--- src/rtl/bound_flasher_ctrl_pkg.sv ---
// Shared types and constants for the bound-flasher lamp bar controller.
// State encoding is exported on state_o, so keep it stable.
package bound_flasher_pkg;

  typedef enum logic [2:0] {
    IDLE = 3'd0,
    UP1  = 3'd1,
    DN1  = 3'd2,
    UP2  = 3'd3,
    DN2  = 3'd4,
    UP3  = 3'd5,
    DN3  = 3'd6
  } state_t;

  localparam int unsigned LVL_MAX   = 16;
  localparam int unsigned LVL_KICK  = 5;
  localparam int unsigned LVL_MID   = 11;
  localparam int unsigned LVL_LOW   = 6;
  localparam int unsigned LVL_ZERO  = 0;
  localparam int unsigned NUM_LAMPS = 16;

  function automatic int unsigned lvl_target(input state_t s);
    case (s)
      UP1:     return LVL_MAX;
      DN1:     return LVL_KICK;
      UP2:     return LVL_MID;
      UP3:     return LVL_LOW;
      default: return LVL_ZERO;
    endcase
  endfunction

  function automatic logic is_up(input state_t s);
    return (s == UP1) || (s == UP2) || (s == UP3);
  endfunction

endpackage

--- src/rtl/bound_flasher_ctrl_if.sv ---
// Lamp-bar control bundle: flick request in, level/lamps/status out.
interface bound_flasher_ctrl_if #(
  parameter int IN_WIDTH  = 5,
  parameter int NUM_LAMPS = 16
);
  logic                 flick;
  logic [IN_WIDTH-1:0]  level;
  logic [NUM_LAMPS-1:0] lamps;
  logic                 busy;
  logic [2:0]           state_o;

  modport master (output flick, input level, lamps, busy, state_o);
  modport slave  (input flick, output level, lamps, busy, state_o);
endinterface

--- src/rtl/bound_flasher_ctrl_decoder.sv ---
// Thermometer decoder: therm[i] = (i < code), purely combinational.
module decoder_under #(
  parameter int IN_WIDTH  = 5,
  parameter int OUT_WIDTH = 1 << IN_WIDTH
) (
  input  logic [IN_WIDTH-1:0]  code,
  output logic [OUT_WIDTH-1:0] therm
);
  for (genvar gi = 0; gi < OUT_WIDTH; gi++) begin : g_bit
    localparam logic [IN_WIDTH:0] IDX = (IN_WIDTH + 1)'(gi);
    assign therm[gi] = ({1'b0, code} > IDX);
  end
endmodule

--- src/rtl/bound_flasher_ctrl.sv ---
// Bound-flasher sequencer: ramps level through the flash pattern with
// kickback at the DN1/DN2 turning ticks; lamps are a thermometer of level.
module bound_flasher_ctrl #(
  parameter int IN_WIDTH  = 5,
  parameter int NUM_LAMPS = 16,
  parameter int STEP_DIV  = 1
) (
  input logic                 clk,
  input logic                 rst,
  bound_flasher_ctrl_if.slave bus
);
  import bound_flasher_pkg::*;

  localparam int DIV_W = (STEP_DIV > 1) ? $clog2(STEP_DIV) : 1;

  state_t              state_reg, state_next;
  logic [IN_WIDTH-1:0] level_reg, level_next;
  logic [IN_WIDTH-1:0] target;
  logic                busy_reg;
  logic [DIV_W-1:0]    div_reg;
  logic                tick;

  assign tick = (state_reg != IDLE) && (div_reg == DIV_W'(STEP_DIV - 1));

  always_ff @(posedge clk) begin
    if (rst) begin
      state_reg <= IDLE;
      level_reg <= '0;
      busy_reg  <= 1'b0;
    end else begin
      state_reg <= state_next;
      level_reg <= level_next;
      busy_reg  <= (state_next != IDLE);
    end
  end

  // A tick at the target is the dwell: level holds, only the state turns.
  always_comb begin
    state_next = state_reg;
    level_next = level_reg;
    target     = IN_WIDTH'(lvl_target(state_reg));
    if (state_reg == IDLE) begin
      level_next = '0;
      if (bus.flick) state_next = UP1;
    end else if (tick) begin
      if (level_reg != target) begin
        level_next = is_up(state_reg) ? level_reg + 1'b1 : level_reg - 1'b1;
      end else begin
        case (state_reg)
          UP1:     state_next = DN1;
          DN1:     state_next = bus.flick ? UP1 : UP2;
          UP2:     state_next = DN2;
          DN2:     state_next = bus.flick ? UP2 : UP3;
          UP3:     state_next = DN3;
          default: state_next = IDLE;
        endcase
      end
    end
  end

  always_ff @(posedge clk) begin
    if (rst || state_reg == IDLE) begin
      div_reg <= '0;
    end else if (tick) begin
      div_reg <= '0;
    end else begin
      div_reg <= div_reg + 1'b1;
    end
  end

  assign bus.level   = level_reg;
  assign bus.busy    = busy_reg;
  assign bus.state_o = state_reg;

  decoder_under #(
    .IN_WIDTH  (IN_WIDTH),
    .OUT_WIDTH (NUM_LAMPS)
  ) u_decoder (
    .code  (level_reg),
    .therm (bus.lamps)
  );
endmodule
--- src/flat_wrapper.sv ---
// flat-port wrapper written by rule: the top's interface ports become plain ports
module bound_flasher_ctrl_flat import bound_flasher_pkg::*;
#(
  parameter int IN_WIDTH  = 5,
  parameter int NUM_LAMPS = 16,
  parameter int STEP_DIV  = 1
)
  (clk, rst, bus_flick, bus_level, bus_lamps, bus_busy, bus_state_o);
  bound_flasher_ctrl_if #(.IN_WIDTH(IN_WIDTH), .NUM_LAMPS(NUM_LAMPS)) bus_i ();
  input logic clk;
  input logic rst;
  input wire logic [$bits(bus_i.flick)-1:0] bus_flick;
  output wire logic [$bits(bus_i.level)-1:0] bus_level;
  output wire logic [$bits(bus_i.lamps)-1:0] bus_lamps;
  output wire logic [$bits(bus_i.busy)-1:0] bus_busy;
  output wire logic [$bits(bus_i.state_o)-1:0] bus_state_o;
  assign bus_i.flick = bus_flick;
  assign bus_level = bus_i.level;
  assign bus_lamps = bus_i.lamps;
  assign bus_busy = bus_i.busy;
  assign bus_state_o = bus_i.state_o;
  bound_flasher_ctrl #(.IN_WIDTH(IN_WIDTH), .NUM_LAMPS(NUM_LAMPS), .STEP_DIV(STEP_DIV)) u_core (.clk(clk), .rst(rst), .bus(bus_i));
endmodule
--- config.mk ---
export PLATFORM = sky130hd
export DESIGN_NAME = bound_flasher_ctrl_flat
export DESIGN_NICKNAME = d
export VERILOG_FILES = /design/src/rtl/bound_flasher_ctrl_pkg.sv /design/src/rtl/bound_flasher_ctrl_if.sv /design/src/rtl/bound_flasher_ctrl_decoder.sv /design/src/rtl/bound_flasher_ctrl.sv /design/src/flat_wrapper.sv
export SDC_FILE = /design/constraint.sdc
export NUM_CORES = 1
export LEC_CHECK = 0
export ABC_CLOCK_PERIOD_IN_PS = 2750
export CORE_ASPECT_RATIO = 0.7
export CORE_MARGIN = 4
export CORE_UTILIZATION = 40
export CTS_CLUSTER_DIAMETER = 40
export DETAILED_ROUTE_END_ITERATION = 10
export PLACE_DENSITY = 0.7
export SLEW_MARGIN = 15
export SYNTH_ARGS = -nofsm -noshare
export SYNTH_HDL_FRONTEND = slang
export SYNTH_SLANG_ARGS = --single-unit
--- constraint.sdc ---
create_clock -name clk -period 2.75 [get_ports clk]
set_input_delay 0.275 -clock clk [delete_from_list [all_inputs] [get_ports clk]]
set_output_delay 0.275 -clock clk [all_outputs]
set_load 0.1 [all_outputs]
**Yosys cells after proc, flatten, opt, wreduce, memory -nomap -nowiden**

Cells that the tools add are included.

- Order comparisons: 16
- Eq/ne operators: 6
- Reduce and logical (&&, ||, !) cells: 10
- Mux-type cells: 9
- Bitwise operators: 1
- $add $sub $neg: 3

Operators by type and width:

| cell | count |
|---|---|
| $gt A5 B4 Y1 const B | 8 |
| $gt A5 B3 Y1 const B | 4 |
| $pmux W5 S4 | 1 |
| $mux W3 | 5 |
| $pmux W3 S5 | 1 |
| $gt A5 B1 Y1 const B | 2 |
| $gt A5 B2 Y1 const B | 2 |
| $eq A3 B2 Y1 const B | 2 |
| $eq A3 B3 Y1 const B | 2 |
| $reduce_bool A3 Y1 | 2 |
| $add A5 B1 Y5 const B | 1 |
| $mux W5 | 1 |
| $ne A5 B5 Y1 | 1 |
| $sub A5 B1 Y5 const B | 1 |
| $reduce_or A2 Y1 | 2 |
| $eq A3 B1 Y1 const B | 1 |
| $logic_not A3 Y1 | 1 |
| $logic_or A1 B1 Y1 | 3 |
| $mux W2 | 1 |
| $reduce_and A2 Y1 | 1 |
| $add A1 B1 Y1 const B | 1 |
| $logic_and A1 B1 Y1 | 1 |
| $not A1 Y1 | 1 |

- Bits of input ports: 3
- Register bits: 10
- Word-level logic and storage cells: 49

**Logic depth before layout (Yosys ltp)**

- Word-level depth: 7
- Gate-level depth with buffers: 7
- Gate-level depth less buffers: 6

**Modules after synthesis**

Synthesis repeated with hierarchy kept, for this count alone.

- Cell total of the unflattened synthesis: 113
- Area total of the unflattened synthesis: 852.1 um^2

Modules (own cells, without submodules):

| module | area an instance (um^2) | cells each | instances |
|---|---|---|---|
| bound_flasher_ctrl | 709.4 | 86 | 1 |
| decoder_under | 142.6 | 27 | 1 |

**Worst setup path before layout**

OpenSTA, ideal clock, no wires.

- Kind: flip-flop to output port
- From: reg u_core.level_reg[2] (netlist: u_core.bus.level[2])
- To: out bus_lamps[15]
- Data required time: 2475 ps
- Slack: -2609 ps
- Path buffers: 1
- Cell stages (with the launch flop): 5
- Arrival: 5084 ps
- Path through: dfxtp_1 clkbuf_1 nand2_1 o21ai_0 nor2b_1

- Longest elaborated chain between the ends: 1

Ends and longest elaborated chain:

| element | line | text |
|---|---|---|
| start, declared | bound_flasher_ctrl.sv:17 | `logic [IN_WIDTH-1:0] level_reg, level_next;` |
| start signal, assigned | bound_flasher_ctrl.sv:32 | `level_reg <= level_next;` |
| $gt A5 B4 Y1 | bound_flasher_ctrl_decoder.sv:11 | `assign therm[gi] = ({1'b0, code} > IDX);` |
| end, declared | flat_wrapper.sv:14 | `output wire logic [$bits(bus_i.lamps)-1:0] bus_lamps;` |

Every way passes these cells.

**Worst setup path after layout**

- From: reg u_core.state_reg[0] (netlist: u_core.bus.state_o[0])
- To: reg u_core.state_reg[2] (netlist: u_core.bus.state_o[2])

- Longest elaborated chain between the ends: 6
- Elaborated cells between the ends (all ways): 14
- Classes of those cells: eq/ne (6); mux (5); reduce/logical (3)

Ends and longest elaborated chain:

| element | line | text |
|---|---|---|
| start, declared | bound_flasher_ctrl.sv:16 | `state_t state_reg, state_next;` |
| start signal, assigned | bound_flasher_ctrl.sv:31 | `state_reg <= state_next;` |
| $eq A3 B3 Y1, or another cell as far along | bound_flasher_ctrl_pkg.sv:23, bound_flasher_ctrl.sv:49 |  |
| $pmux W5 S4 | bound_flasher_ctrl_pkg.sv:23 | `case (s)` |
| $ne A5 B5 Y1 | bound_flasher_ctrl.sv:46 | `if (level_reg != target) begin` |
| $mux W3 | bound_flasher_ctrl.sv:46 |  |
| $mux W3 | bound_flasher_ctrl.sv:45 | `end else if (tick) begin` |
| $mux W3 * | bound_flasher_ctrl.sv:42 | `if (state_reg == IDLE) begin` |

Mark *: on every way between the ends. The rest lies on a longest branch, timed or not.
A chain may end at the register's enable or synchronous reset.

==> qor.tcl <==
set qor(num_vias) 991
set qor(drive_gt1_share_pct) 31.3
set qor(clk-insertion-delay-late_ps) 270
set qor(drt-initial-drc-count) 62
set qor(ctsResizeCount) 0
set qor(yosysTopAreaCellShare_pct) 21.7
set qor(yosys_register_bits) 10
set qor(initial_utilization_pct) 42.6
set qor(post-synth-top-area-cell) {dfxtp_1}
set qor(cts.sinks) 10
set qor(firstDrtPassIters) 4
set qor(synthesized_cell_area_sq_um) 925
set qor(die_footprint_sq_mm) 0.00316
set qor(unrepaired_setup_endpoints_after_global_routing) {no}
set qor(hold_class) {reg2reg}
set qor(clk_skew_ps) 2.63
set qor(final.period_utilization_pct) 83.9
set qor(grt_overflow) 0
set qor(dp_hpwl_um) 1910
set qor(drcViolationCount) 0
set qor(cts_tree) {built}
set qor(global_route.peak_usage_layer) {met2}
set qor(final_nets) 160
set qor(die_x_um) 65.5
set qor(chipHeight_um) 48.2
set qor(synth.lib_cells_used.distinct) 41
set qor(numPlacedInstances) 178
set qor(finalNonFillerCells) 182
set qor(power.switching_fraction_pct) 50.4
set qor(synth_cells) 128
set qor(final_hold_viol_count) 0
set qor(intPower_mw) 0.320
set qor(power.ir.vdd_worst_v) 0.000311
set qor(holdBufCountCts) 0
set qor(cellLeakagePower_nw) 0.537
set qor(clock_input_transition_at_the_sequential_cells_of_the_worst_setup_and_hold_paths_ps) 70
set qor(grt_util_met3_pct) 5.99
set qor(max_clock_freq_ghz) 0.433
set qor(number_of_cells_traversed_by_the_worst_register_to_register_path) 5
set qor(crit_arrival_ps) 2510
set qor(grt.total_usage_pct) 17.2
set qor(design.portCount) 28
set qor(syn_area_per_cell_sq_um) 7.22
set qor(worstHoldPathCells) 2
set qor(post-cts-setup-buffers) 0
set qor(synth.yosys.warnings) 0
set qor(antenna_found_initial) 0
set qor(grt_util_met2_pct) 29.4
set qor(num_antenna_cells) 0
set qor(final_util_pct) 57.0
set qor(critPathMaxFanout) 17
set qor(tightest_slew_ps) 828
set qor(final-setup-viol-count) 0
set qor(via_per_inst) 5.45
set qor(placedInstanceArea_sq_mm) 0.00120
set qor(timing.critical_path.required_ps) 2950
set qor(vias_in_the_first_global_route) 890
set qor(clock_root_buffer) {clkbuf_4}
set qor(core-area_sq_mm) 0.00217
set qor(final.hold.worst_slack_ps) 600
set qor(cts_buffers) 3
set qor(syn_nets) 137
set qor(drt-total-wl_um) 2510
set qor(post-route-min-period_ps) 2310
set qor(place.gp.congestion) 0.834
set qor(clock_power_share_pct) 21.0
set qor(run_status) {completed}
set qor(timing.max_slew.rel_slack_pct) 44.3
set qor(setup.worst_path.class) {reg2reg}
set qor(drt-wirelength-per-cell_um) 13.8
set qor(worst_setup_path_end_kind) {flop}
set qor(p_per_cell_area_mw_per_mm2) 521
set qor(grt_max_degree) 18
set qor(switching_power_summed_over_all_nets_mw) 0.325
set qor(synth.yosys.seq_area_share_pct) 21.7
set qor(gr-usage-met1_pct) 22.2
set qor(fp-row-count) 14
set qor(slew_violations) 0
set qor(buffer_ports.inserted) 27
set qor(clockBufferDepth) 2
set qor(grt_pass1_wl_um) 4130
set qor(seq_power_share_pct) 27.9
set qor(max-cap-violations) 0
set qor(antenna_left) 0
set qor(largest_register_ffs) 5
set qor(pwr-share-comb_pct) 51.1
set qor(layout.cell_area.non_filler_sq_mm) 0.00124
set qor(htreeDepth) 1
set qor(start_kind) {flop}
set qor(top_area_cells_in_the_synthesized_netlist) {dfxtp_1 (22%), ha_1 (8.1%), nand2_1 (5.7%), a21oi_1 (4.9%), o21ai_0 (4.9%)}
set qor(flow.area_growth_from_synthesis_pct) 34.0
## cell usage in the layout (no fill, tap or decap), drive strengths merged, types with 2 or more instances in the layout
cell type,synthesis,layout
dfxtp,10,10
nor4,4,4
and3,2,2
and3b,2,2
clkdlybuf4s50,0,2
nor3,6,6
o31a,2,2
nand2,14,14
nor2,9,9
or2,2,2
a31oi,2,2
a211oi,3,3
nand3,3,3
o31ai,5,5
ha,6,6
clkbuf,3,4
inv,7,7
or4,4,4
a21oi,9,9
buf,8,27
o21ai,11,11
mux2i,2,2
## power groups by stage
stage	combinational, mW	sequential, mW	clock [mW]
CTS	0.329	0.179	0.138
floorplan	0.233	0.223	0
finish	0.330	0.180	0.136
global placement	0.325	0.182	0
detailed placement	0.329	0.183	0
global route	0.349	0.183	0.150
## through the flow
stage,TNS (ps),setup WS (ps),power [mW]
after global placement,0,543,0.506
final,0,442,0.645
after CTS,0,456,0.647
after detailed placement,0,466,0.511
after global routing,0,265,0.682
after floorplan,-555,-300,0.456
## synth_stat cells
| library cell | count |
|---|---|
| and2_1 | 1 |
| or3_1 | 1 |
| o21ai_1 | 2 |
| and3_1 | 2 |
| nor2b_1 | 1 |
| a221oi_1 | 1 |
| xnor2_1 | 1 |
| and3b_1 | 2 |
| or2_1 | 1 |
| clkbuf_1 | 3 |
| nor4_1 | 3 |
| buf_1 | 1 |
| or4_1 | 4 |
| mux2_1 | 1 |
| o311a_1 | 1 |
| o21ai_0 | 9 |
| or2_2 | 1 |
| nand3_1 | 3 |
| a211oi_1 | 3 |
| dfxtp_1 | 10 |
| nand4b_1 | 1 |
| mux2i_1 | 2 |
| buf_4 | 1 |
| inv_1 | 7 |
| nor3_1 | 6 |
| o2111ai_1 | 1 |
| nand2_1 | 14 |
| nor4_2 | 1 |
| nor2_1 | 9 |
| xor2_1 | 1 |
| and4b_1 | 1 |
| o31a_1 | 2 |
| ha_1 | 6 |
| conb_1 | 1 |
| buf_6 | 1 |
| a21oi_1 | 9 |
| nand2b_4 | 1 |
| o31ai_1 | 5 |
| a31oi_1 | 2 |
| buf_2 | 5 |
| o21bai_1 | 1 |
## critical path, stage by stage, from the launching register on
cell      delay, ps
dfxtp_1         650
xnor2_1         180
a221oi_1        120
or4_1           690
or4_1           450
a21oi_1         140
## final timing paths
check	startpoint	to	slack, ps
setup / recovery	u_core.bus.state_o[0]$_SDFF_PP0_	u_core.bus.state_o[2]$_SDFF_PP0_	440
hold / removal	u_core.bus.level[0]$_SDFFE_PP0P_	u_core.bus.level[0]$_SDFFE_PP0P_	600
setup reg to reg	u_core.bus.state_o[0]$_SDFF_PP0_	u_core.bus.state_o[2]$_SDFF_PP0_	440
hold reg to reg	u_core.bus.level[0]$_SDFFE_PP0P_	u_core.bus.level[0]$_SDFFE_PP0P_	600
## final cells by class
type,count,area (sq um)
Fill cell,218,933
Multi-Input combinational cell,100,709
Timing Repair Buffer,29,223
Tap cell,32,40.0
Sequential cell,10,204
Inverter,7,26.3
Clock buffer,4,36.3
## routing by layer
layer	vias up	wire length [um]
met4	0	0
met3	0	115
met2	19	1100
met1	459	1300
met5	-	0
li1	513	-
## cell families (layout without fill, tap and decap cells)
group / count (synthesis) / after routing / share of synthesized area [%]
and+or+nand+nor: 52 / 52 / 31.0
muxes: 3 / 3 / 3.38
adders and majority gates: 6 / 6 / 8.12
other: 1 / 1 / 0.406
AOI/OAI and AO/OA: 36 / 36 / 24.4
DFF: 10 / 10 / 21.7
buffers and inverters: 18 / 40 / 9.20
xor gates and xnor gates: 2 / 2 / 1.89
(Power assumes the default switching activity.)
